--- src/rtl/dwrr_pkg.sv ---
// Shared sizing for the DWRR arbiter and its requestor-side queues, so both
// ends derive flow-index and occupancy widths the same way.
package dwrr_pkg;

    localparam int NUM_REQS_DEF = 4;

    // A single flow still needs a 1-bit index field.
    function automatic int cnt_width(input int num_reqs);
        return (num_reqs > 1) ? $clog2(num_reqs) : 1;
    endfunction

    function automatic int occ_width(input int depth);
        return $clog2(depth + 1);
    endfunction

endpackage

--- src/rtl/pkt_fifo.sv ---
// Single-clock packet FIFO with occupancy count; push is ignored when full,
// pop must only be issued when non-empty.
module pkt_fifo
    import dwrr_pkg::*;
#(
    parameter int DWID   = 8,
    parameter int DEPTH  = 4,
    parameter int AWID   = $clog2(DEPTH),
    parameter int OCCWID = occ_width(DEPTH)
) (
    input  logic              clk,
    input  logic              rst,
    input  logic              push,
    input  logic [DWID-1:0]   push_data,
    input  logic              pop,
    output logic [DWID-1:0]   head,
    output logic [OCCWID-1:0] occ,
    output logic              full,
    output logic              empty
);

    logic [DWID-1:0] mem [DEPTH];
    logic [AWID-1:0] wptr;
    logic [AWID-1:0] rptr;
    logic            push_acc;

    assign full     = (occ == OCCWID'(DEPTH));
    assign empty    = (occ == '0);
    assign push_acc = push & ~full;
    assign head     = mem[rptr];

    // Storage carries no reset; only the pointers and count define validity.
    always_ff @(posedge clk) begin
        if (push_acc) begin
            mem[wptr] <= push_data;
        end
    end

    always_ff @(posedge clk or posedge rst) begin
        if (rst) begin
            wptr <= '0;
            rptr <= '0;
            occ  <= '0;
        end else begin
            if (push_acc) begin
                wptr <= wptr + AWID'(1);
            end
            if (pop) begin
                rptr <= rptr + AWID'(1);
            end
            case ({push_acc, pop})
                2'b10:   occ <= occ + OCCWID'(1);
                2'b01:   occ <= occ - OCCWID'(1);
                default: occ <= occ;
            endcase
        end
    end

endmodule

--- src/rtl/dwrr_req_queues.sv ---
// Requestor side of the DWRR req/gnt handshake: per-flow FIFOs raise reqs,
// a legal one-hot gnt pops one packet onto a registered output stream.
module dwrr_req_queues
    import dwrr_pkg::*;
#(
    parameter int NUM_REQS = NUM_REQS_DEF,
    parameter int DWID     = 8,
    parameter int DEPTH    = 4,
    parameter int AWID     = $clog2(DEPTH),
    parameter int OCCWID   = occ_width(DEPTH),
    parameter int CNTWID   = cnt_width(NUM_REQS)
) (
    input  logic                       clk,
    input  logic                       rst,
    input  logic [NUM_REQS-1:0]        push_vld,
    input  logic [NUM_REQS*DWID-1:0]   push_data,
    output logic [NUM_REQS-1:0]        push_rdy,
    output logic [NUM_REQS-1:0]        reqs,
    input  logic [NUM_REQS-1:0]        gnt,
    output logic                       out_vld,
    output logic [DWID-1:0]            out_data,
    output logic [CNTWID-1:0]          out_id,
    output logic [NUM_REQS*OCCWID-1:0] occ,
    output logic                       gnt_err
);

    logic [DWID-1:0]     heads [NUM_REQS];
    logic [NUM_REQS-1:0] full;
    logic [NUM_REQS-1:0] empty;
    logic [NUM_REQS-1:0] pop;
    logic                gnt_any;
    logic                gnt_onehot;
    logic                gnt_legal;
    logic                gnt_bad;
    logic [DWID-1:0]     sel_data;
    logic [CNTWID-1:0]   sel_id;
    logic                vld_p1;
    logic [DWID-1:0]     data_p1;
    logic [CNTWID-1:0]   id_p1;
    logic                err_p1;

    // reqs and push_rdy come only from registered FIFO state, since the
    // arbiter closes a combinational loop from reqs back to gnt.
    assign reqs     = ~empty;
    assign push_rdy = ~full;

    assign gnt_any    = |gnt;
    assign gnt_onehot = gnt_any && ((gnt & (gnt - NUM_REQS'(1))) == '0);
    assign gnt_legal  = gnt_onehot && ((gnt & ~reqs) == '0);
    assign gnt_bad    = gnt_any && !gnt_legal;
    assign pop        = gnt_legal ? gnt : '0;

    for (genvar i = 0; i < NUM_REQS; i++) begin : g_q
        pkt_fifo #(
            .DWID   (DWID),
            .DEPTH  (DEPTH),
            .AWID   (AWID),
            .OCCWID (OCCWID)
        ) u_fifo (
            .clk       (clk),
            .rst       (rst),
            .push      (push_vld[i]),
            .push_data (push_data[i*DWID +: DWID]),
            .pop       (pop[i]),
            .head      (heads[i]),
            .occ       (occ[i*OCCWID +: OCCWID]),
            .full      (full[i]),
            .empty     (empty[i])
        );
    end

    always_comb begin
        sel_data = '0;
        sel_id   = '0;
        for (int i = 0; i < NUM_REQS; i++) begin
            if (gnt[i]) begin
                sel_data = heads[i];
                sel_id   = CNTWID'(i);
            end
        end
    end

    // Stage p1: popped packet register and sticky protocol error.
    always_ff @(posedge clk or posedge rst) begin
        if (rst) begin
            vld_p1  <= 1'b0;
            data_p1 <= '0;
            id_p1   <= '0;
            err_p1  <= 1'b0;
        end else begin
            vld_p1 <= gnt_legal;
            err_p1 <= err_p1 | gnt_bad;
            if (gnt_legal) begin
                data_p1 <= sel_data;
                id_p1   <= sel_id;
            end
        end
    end

    assign out_vld  = vld_p1;
    assign out_data = data_p1;
    assign out_id   = id_p1;
    assign gnt_err  = err_p1;

endmodule

--- config.mk ---
export PLATFORM = sky130hd
export DESIGN_NAME = dwrr_req_queues
export DESIGN_NICKNAME = d
export VERILOG_FILES = /design/src/rtl/dwrr_pkg.sv /design/src/rtl/pkt_fifo.sv /design/src/rtl/dwrr_req_queues.sv
export SDC_FILE = /design/constraint.sdc
export NUM_CORES = 1
export LEC_CHECK = 0
export CAP_MARGIN = 5
export CORE_MARGIN = 10
export CORE_UTILIZATION = 47
export CTS_BUF_LIST = sky130_fd_sc_hd__clkbuf_16
export CTS_CLUSTER_DIAMETER = 50
export DETAILED_ROUTE_END_ITERATION = 6
export MAX_ROUTING_LAYER = met4
export PLACE_DENSITY = 0.78
export SETUP_SLACK_MARGIN = 0.15
export SLEW_MARGIN = 25
export SYNTH_ARGS = -nofsm -noshare
export SYNTH_HDL_FRONTEND = slang
export SYNTH_SLANG_ARGS = --single-unit
--- constraint.sdc ---
create_clock -name clk -period 2.5 [get_ports clk]
set_input_delay 0.25 -clock clk [delete_from_list [all_inputs] [get_ports clk]]
set_output_delay 0.25 -clock clk [all_outputs]
set_load 0.05 [all_outputs]
==> results of run 1 <==
-- path summary, 6_finish.rpt --
| kind | to | startpoint | cells after the start | slack (ns) |
|---|---|---|---|---|
| max | g_q[0].u_fifo.occ[2] | g_q[2].u_fifo.occ[0] | 12 | 0.15 |
| min | g_q[2].u_fifo.occ[1] | rst | 3 | 0.26 |
| max reg2reg | g_q[0].u_fifo.occ[2] | g_q[2].u_fifo.occ[0] | 12 | 0.15 |
| min reg2reg | g_q[3].u_fifo.occ[0] | g_q[3].u_fifo.occ[0] | 1 | 0.50 |
| max in group asynchronous | g_q[1].u_fifo.occ[0] | rst | 3 | 1.82 |
| min in group clk | g_q[3].u_fifo.mem[0][3] | push_data[27] | 1 | 0.45 |
-- cell usage in the layout, fill, tap and decap left out, types with 8 or more instances in the layout --
cell type        Yosys  routed
o21ai_0              9       9
inv_1               40      38
xor2_1              10      10
clkdlybuf4s50_1      0      73
clkbuf_16            0      17
mux2i_1             35      35
mux4_2              17      17
o22ai_1              8       8
buf_4                3      42
and3_1              16      16
ha_1                20      17
edfxtp_1           128     128
dfrtp_1             40      33
xnor2_1             15      15
-- final cells by class --
class,instances,area share (%)
flip-flops and latches,168,53.8
multi-input cells,203,24.0
well taps,188,2.61
clock buffers,17,4.72
diodes,1,0.0278
repair buffers,115,11.6
clock inverters,15,1.53
inverters,40,1.67
-- per-layer routing --
layer  wire length, um  up-vias
met3               745       32
met1              6180     2014
met5                 0        -
met4               409        0
li1                  -     1861
met2              7830      101
-- kinds of logic (layout without fill, tap and decap cells) --
| group | count (synthesis) | count (layout) |
|---|---|---|
| flops | 168 | 168 |
| mux | 57 | 57 |
| buf+inv | 57 | 187 |
| compound gates | 52 | 52 |
| simple gates | 45 | 45 |
| xor+xnor | 25 | 25 |
| fa+ha+maj | 24 | 24 |
| other cells | 0 | 1 |
-- timing repair --
action | in CTS | in global routing
setup endpoints to repair | 1 | 4
resized for setup | 1 | 4
buffers inserted | 4 | 4
gates cloned | 0 | 0
endpoints found under the hold margin | 0 | 0
pin swaps | 2 | 7
-- through the flow --
stage               worst slack, ns  power [mW]  cells
finish                        0.145        10.9    747
global route                 0.0181        11.5    747
CTS                           0.172        11.0    742
detailed placement           -0.175        8.45    706
global placement            -0.0269        8.28    706
floorplan                 -0.000891        7.07    428
-- flip-flops by register name (all words and copies together), names as in the netlist --
signal / count
out_data: 8
g_q.u_fifo.occ: 12
g_q.u_fifo.wptr: 8
gnt_err: 1
out_vld: 1
g_q.u_fifo.rptr: 8
g_q.u_fifo.mem: 128
out_id: 2
-- critical path, stage by stage, from the launching register on --
cell	delay, ns
dfrtp_2	0.40
nor3_2	0.05
buf_4	0.15
a211oi_4	0.32
buf_4	0.17
o211ai_2	0.08
inv_1	0.07
ha_2	0.18
inv_2	0.04
fa_2	0.37
xor2_1	0.15
nor2_1	0.12
xor2_1	0.17
-- power by group through the flow --
stage,Sequential (mW),Clock (mW),Combinational (mW)
after floorplan,4.78,0,2.29
after global placement,4.35,0,3.93
after detailed placement,4.40,0,4.05
after CTS,4.34,2.51,4.12
after global routing,4.43,2.63,4.44
final,4.34,2.48,4.11
==> impl_metrics.toml, run 1 <==
[run_status]
status = "finished, final reports clean"

[timing]
period_minus_slack_ns = 2.35
holdWs_ns = 0.258
final-hold-violation-count = 0
fin_skew_ns = 0.00873
rsz0062_at_grt = "true"
slew_headroom_pct = 62.5
slew_viol_final = 0
setup-violations-final = 0
tns_ns = 0
timing.fmax_mhz = 425
worst_slew_pin_slew_ns = 0.563
period_share_pct = 94.2

[layout]
num-nets-final = 611
drive_gt1_share_pct = 23.1
fin_area_mm2 = 0.00901
area_delta_synth_final_pct = 25.0
fillers = 1116
register_area_mm2 = 0.00485
multi_input_area_mm2 = 0.00216
final_util_pct = 59.7

[clock_tree]
cts_buffers = 17
clkTransAtPathRegs_ns = 0.06
tritoncts = "built"
cts.path.max_buffers = 2
root_buffer = "clkbuf_16"
cts.sink_count = 168
cts_hold_buffers = 0
cts.htree.levels = 4
clock_latency_ns = 0.43

[route]
wl_per_cell_um = 20.3
dr.first_iter.drc_count = 215
viasPerCell = 5.37
routed_wl_mm = 15.2
firstDrtPassIters = 4
drc = 0
via_count = 4008
antenna_left = 0

[pwr]
swShare_pct = 36.0
clock_power_share_pct = 22.7
powerDensity_mw_per_mm2 = 1210
seqPwrFrac_pct = 39.7
p_switching_mw = 3.94
ir_worst_vdd_uv = 1130
p_comb_share_pct = 37.6
p_int_mw = 6.99
leakagePower_nw = 3.44

[synth]
synthXorXnorAreaFrac_pct = 3.04
synth.distinct_cells = 48
synth_area_leaders = "edfxtp_1 (53%), dfrtp_1 (14%), mux4_2 (5.3%)"
synth.area.mux_share_pct = 11.0
synth_top_family_by_area = "multiplexers"
synthArstFlopShare_pct = 23.8
synth_edf_count = 128
ys_seq_elements = 168
yosysTopAreaCell = "edfxtp_1"
ys.flop_type = "edfxtp_1"
synth_most_common_cell = "edfxtp_1"
synth_compound_area_share_pct = 6.33
synth_nets = 494
yosys_warnings = 0
synthCells = 428
synthAdderAreaFrac_pct = 4.58
synth_top_area_share_pct = 53.3
synthSimpleGateAreaFrac_pct = 4.11
syn_area_per_cell_um2 = 16.8
yosysSeqAreaShare_pct = 67.2
synth_area_mm2 = 0.00721
ys_top_cells_by_count = "edfxtp_1 (128), dfrtp_1 (40), inv_1 (40)"

[global_route]
antenna_found_initial = 1
use_met2_pct = 25.4
grt-ovfl-total = 0
grt_busiest_layer = "met2"
use_met3_pct = 3.83
grtUsageTotal_pct = 15.8
grt_pass1_vias = 4421
grt_first_pass_wirelength_mm = 23.7
grt_max_degree = 41
grtUsageMet1_pct = 18.3

[floorplanning]
rows = 45
io_pins = 74
die-area_mm2 = 0.0207
start_util_pct = 47.8
core_mm2 = 0.0151
dieHeight_um = 144
chipWidth_um = 144

[placement]
port_buffers = 73
place.gp.congestion = 0.908
dp_hpwl_mm = 11.1
placed_cell_area_mm2 = 0.00837

[setup_path]
worst-setup-path-type = "register to register"
cp.arrival_ns = 2.70
end_kind = "register"
crit_fanout = 4
required_ns = 2.85
startpoint_type = "register"

[job]
maxCapViolations = 0

[hold_path]
hold_class = "primary input to asynchronous set/reset pin"
Power figures use the tool's default switching activity.
==> inputs of run 2 (changes only) <==
- CTS_CLUSTER_DIAMETER: 50 -> default
- RECOVER_POWER: default -> 25
==> run 2 against run 1 <==
Against the previous run: non-clock buffer count stayed put; global-route usage stayed put; die area stayed put; via count is 0.27% higher; flip-flop and latch count stayed put; setup slack better by 0.0025 ns; clock skew hardly changed; worst hold slack hardly changed; clock-buffer cell count stayed put; first-iteration DRC count stayed put; critical path type unchanged.
==> impl_metrics.toml, run 2 (synthesized netlist as in run 1, its figures left out) <==
[setup_path]
r2r_start = "g_q[2].u_fifo.occ[0]"
regToRegEndpoint = "g_q[0].u_fifo.occ[2]"
rrSetupSlack_ns = 0.15
cp.arrival_ns = 2.70
end_kind = "register"
reg2reg_depth = 12
required_ns = 2.85
worst-setup-path-type = "register to register"
crit_fanout = 4
startpoint_type = "register"

[global_route]
grt_first_pass_wirelength_mm = 23.7
grt_pass1_vias = 4421
grt_max_degree = 41
antenna_found_initial = 1
grtUsageTotal_pct = 15.8
grt-ovfl-total = 0

[floorplanning]
rows = 45
io_pins = 74
die-area_mm2 = 0.0207
core_mm2 = 0.0151
dieHeight_um = 144
start_util_pct = 47.8
chipWidth_um = 144

[layout]
largest_reg_flops = 128
fillers = 1116
final_common_cell = "edfxtp_1"
drive_gt1_share_pct = 23.1
area_delta_synth_final_pct = 25.0
fin_area_mm2 = 0.00901
reg.largest.list = "g_q.u_fifo.mem x128, g_q.u_fifo.occ x12"
multi_input_area_mm2 = 0.00216
layout_common_cells = "edfxtp_1 (128), clkdlybuf4s50_1 (50), buf_4 (42), inv_1 (38), mux2i_1 (35)"
num-nets-final = 611
register_area_mm2 = 0.00485
regMostFlops = "g_q.u_fifo.mem"

[placement]
place.gp.congestion = 0.908
dp_hpwl_mm = 11.1
placed_cell_area_mm2 = 0.00837
port_buffers = 73

[pwr]
leakagePower_nw = 3.45
power.total_mw = 10.9
powerDensity_mw_per_mm2 = 1210
ir_worst_vdd_uv = 1130

[route]
viasPerCell = 5.38
dr.first_iter.drc_count = 215
antenna_left = 0
wl_per_cell_um = 20.3
firstDrtPassIters = 5
routed_wl_mm = 15.2
via_count = 4019
drc = 0

[clock_tree]
cts.path.max_buffers = 2
root_buffer = "clkbuf_16"
cts_hold_buffers = 0
cts.htree.levels = 4
tritoncts = "built"
cts.sink_count = 168
clock_latency_ns = 0.43
clkTransAtPathRegs_ns = 0.06
cts_buffers = 17

[timing]
worst_slew_pin_slew_ns = 0.563
timing.fmax_mhz = 425
fin_skew_ns = 0.00840
final-hold-violation-count = 0
slew_headroom_pct = 62.5
setup-violations-final = 0
period_share_pct = 94.1
period_minus_slack_ns = 2.35
rsz0062_at_grt = "true"
slew_viol_final = 0

[run_status]
status = "finished, final reports clean"

[job]
maxCapViolations = 0

[hold_path]
hold_class = "primary input to asynchronous set/reset pin"
run 2: changes by cell type in the layout (fill, tap and decap cells not counted), sizes merged:
cell,previous run,this run
clkdlybuf4s50,73,50
dlygate4sd3,0,23
run 2: through the flow:
| step | setup slack (ns) | util (%) | hold WS [ns] | TNS, ns | std cells |
|---|---|---|---|---|---|
| finish | 0.148 | 59.7 | 0.258 | 0 | 747 |
| global route | 0.0181 | 59.7 | 0.336 | 0 | 747 |
| CTS | 0.172 | 59.4 | 0.277 | 0 | 742 |
| detailed placement | -0.175 | 55.4 | 0.486 | -0.485 | 706 |
| global placement | -0.0269 | 55.4 | 0.486 | -0.0398 | 706 |
| floorplan | -0.000891 | - | 0.349 | -0.000891 | 428 |
run 2: how the worst max path moves through the flow:
stage	startpoint	end	slack [ns]
floorplan	g_q[3].u_fifo.occ[1]	g_q[0].u_fifo.occ[2]	-0.0009
global placement	gnt[1]	g_q[1].u_fifo.occ[2]	-0.03
detailed placement	gnt[1]	g_q[1].u_fifo.occ[2]	-0.18
CTS	g_q[2].u_fifo.occ[0]	g_q[1].u_fifo.occ[2]	0.17
global route	g_q[2].u_fifo.occ[0]	g_q[0].u_fifo.occ[2]	0.02
finish	g_q[2].u_fifo.occ[0]	g_q[0].u_fifo.occ[2]	0.15
run 2: final cells by class:
cell class              count  share of cell area [%]
flip-flops and latches    168                    53.8
inverters                  40                    1.67
multi-input cells         203                    24.0
clock inverters            15                    1.53
diodes                      1                  0.0278
well taps                 188                    2.61
repair buffers            115                    11.6
clock buffers              17                    4.72
run 2: power by group:
part | leakage [nW] | internal [mW] | switching (mW)
clock | 0.268 | 1.45 | 1.03
combinational | 1.54 | 1.72 | 2.38
sequential | 1.64 | 3.81 | 0.529
run 2: repair_timing:
action,CTS,global route
pin swaps,2,7
gates resized for setup,1,4
setup buffers,4,4
endpoints found under the setup margin,1,4
run 2: critical path, stage by stage, from the launching register on:
cell and delay [ns]:
dfrtp_2 0.40, nor3_2 0.05, buf_4 0.15, a211oi_4 0.32
buf_4 0.17, o211ai_2 0.08, inv_1 0.07, ha_2 0.18
inv_2 0.04, fa_2 0.37, xor2_1 0.15, nor2_1 0.12
xor2_1 0.17
run 2: metal layers:
layer  wire length [um]  GRT usage [%]  up-vias
li1                   -              -     1862
met1               6170           18.3     2019
met2               7810           25.4      106
met3                754           3.83       32
met4                419           7.74        0
met5                  0              -        -
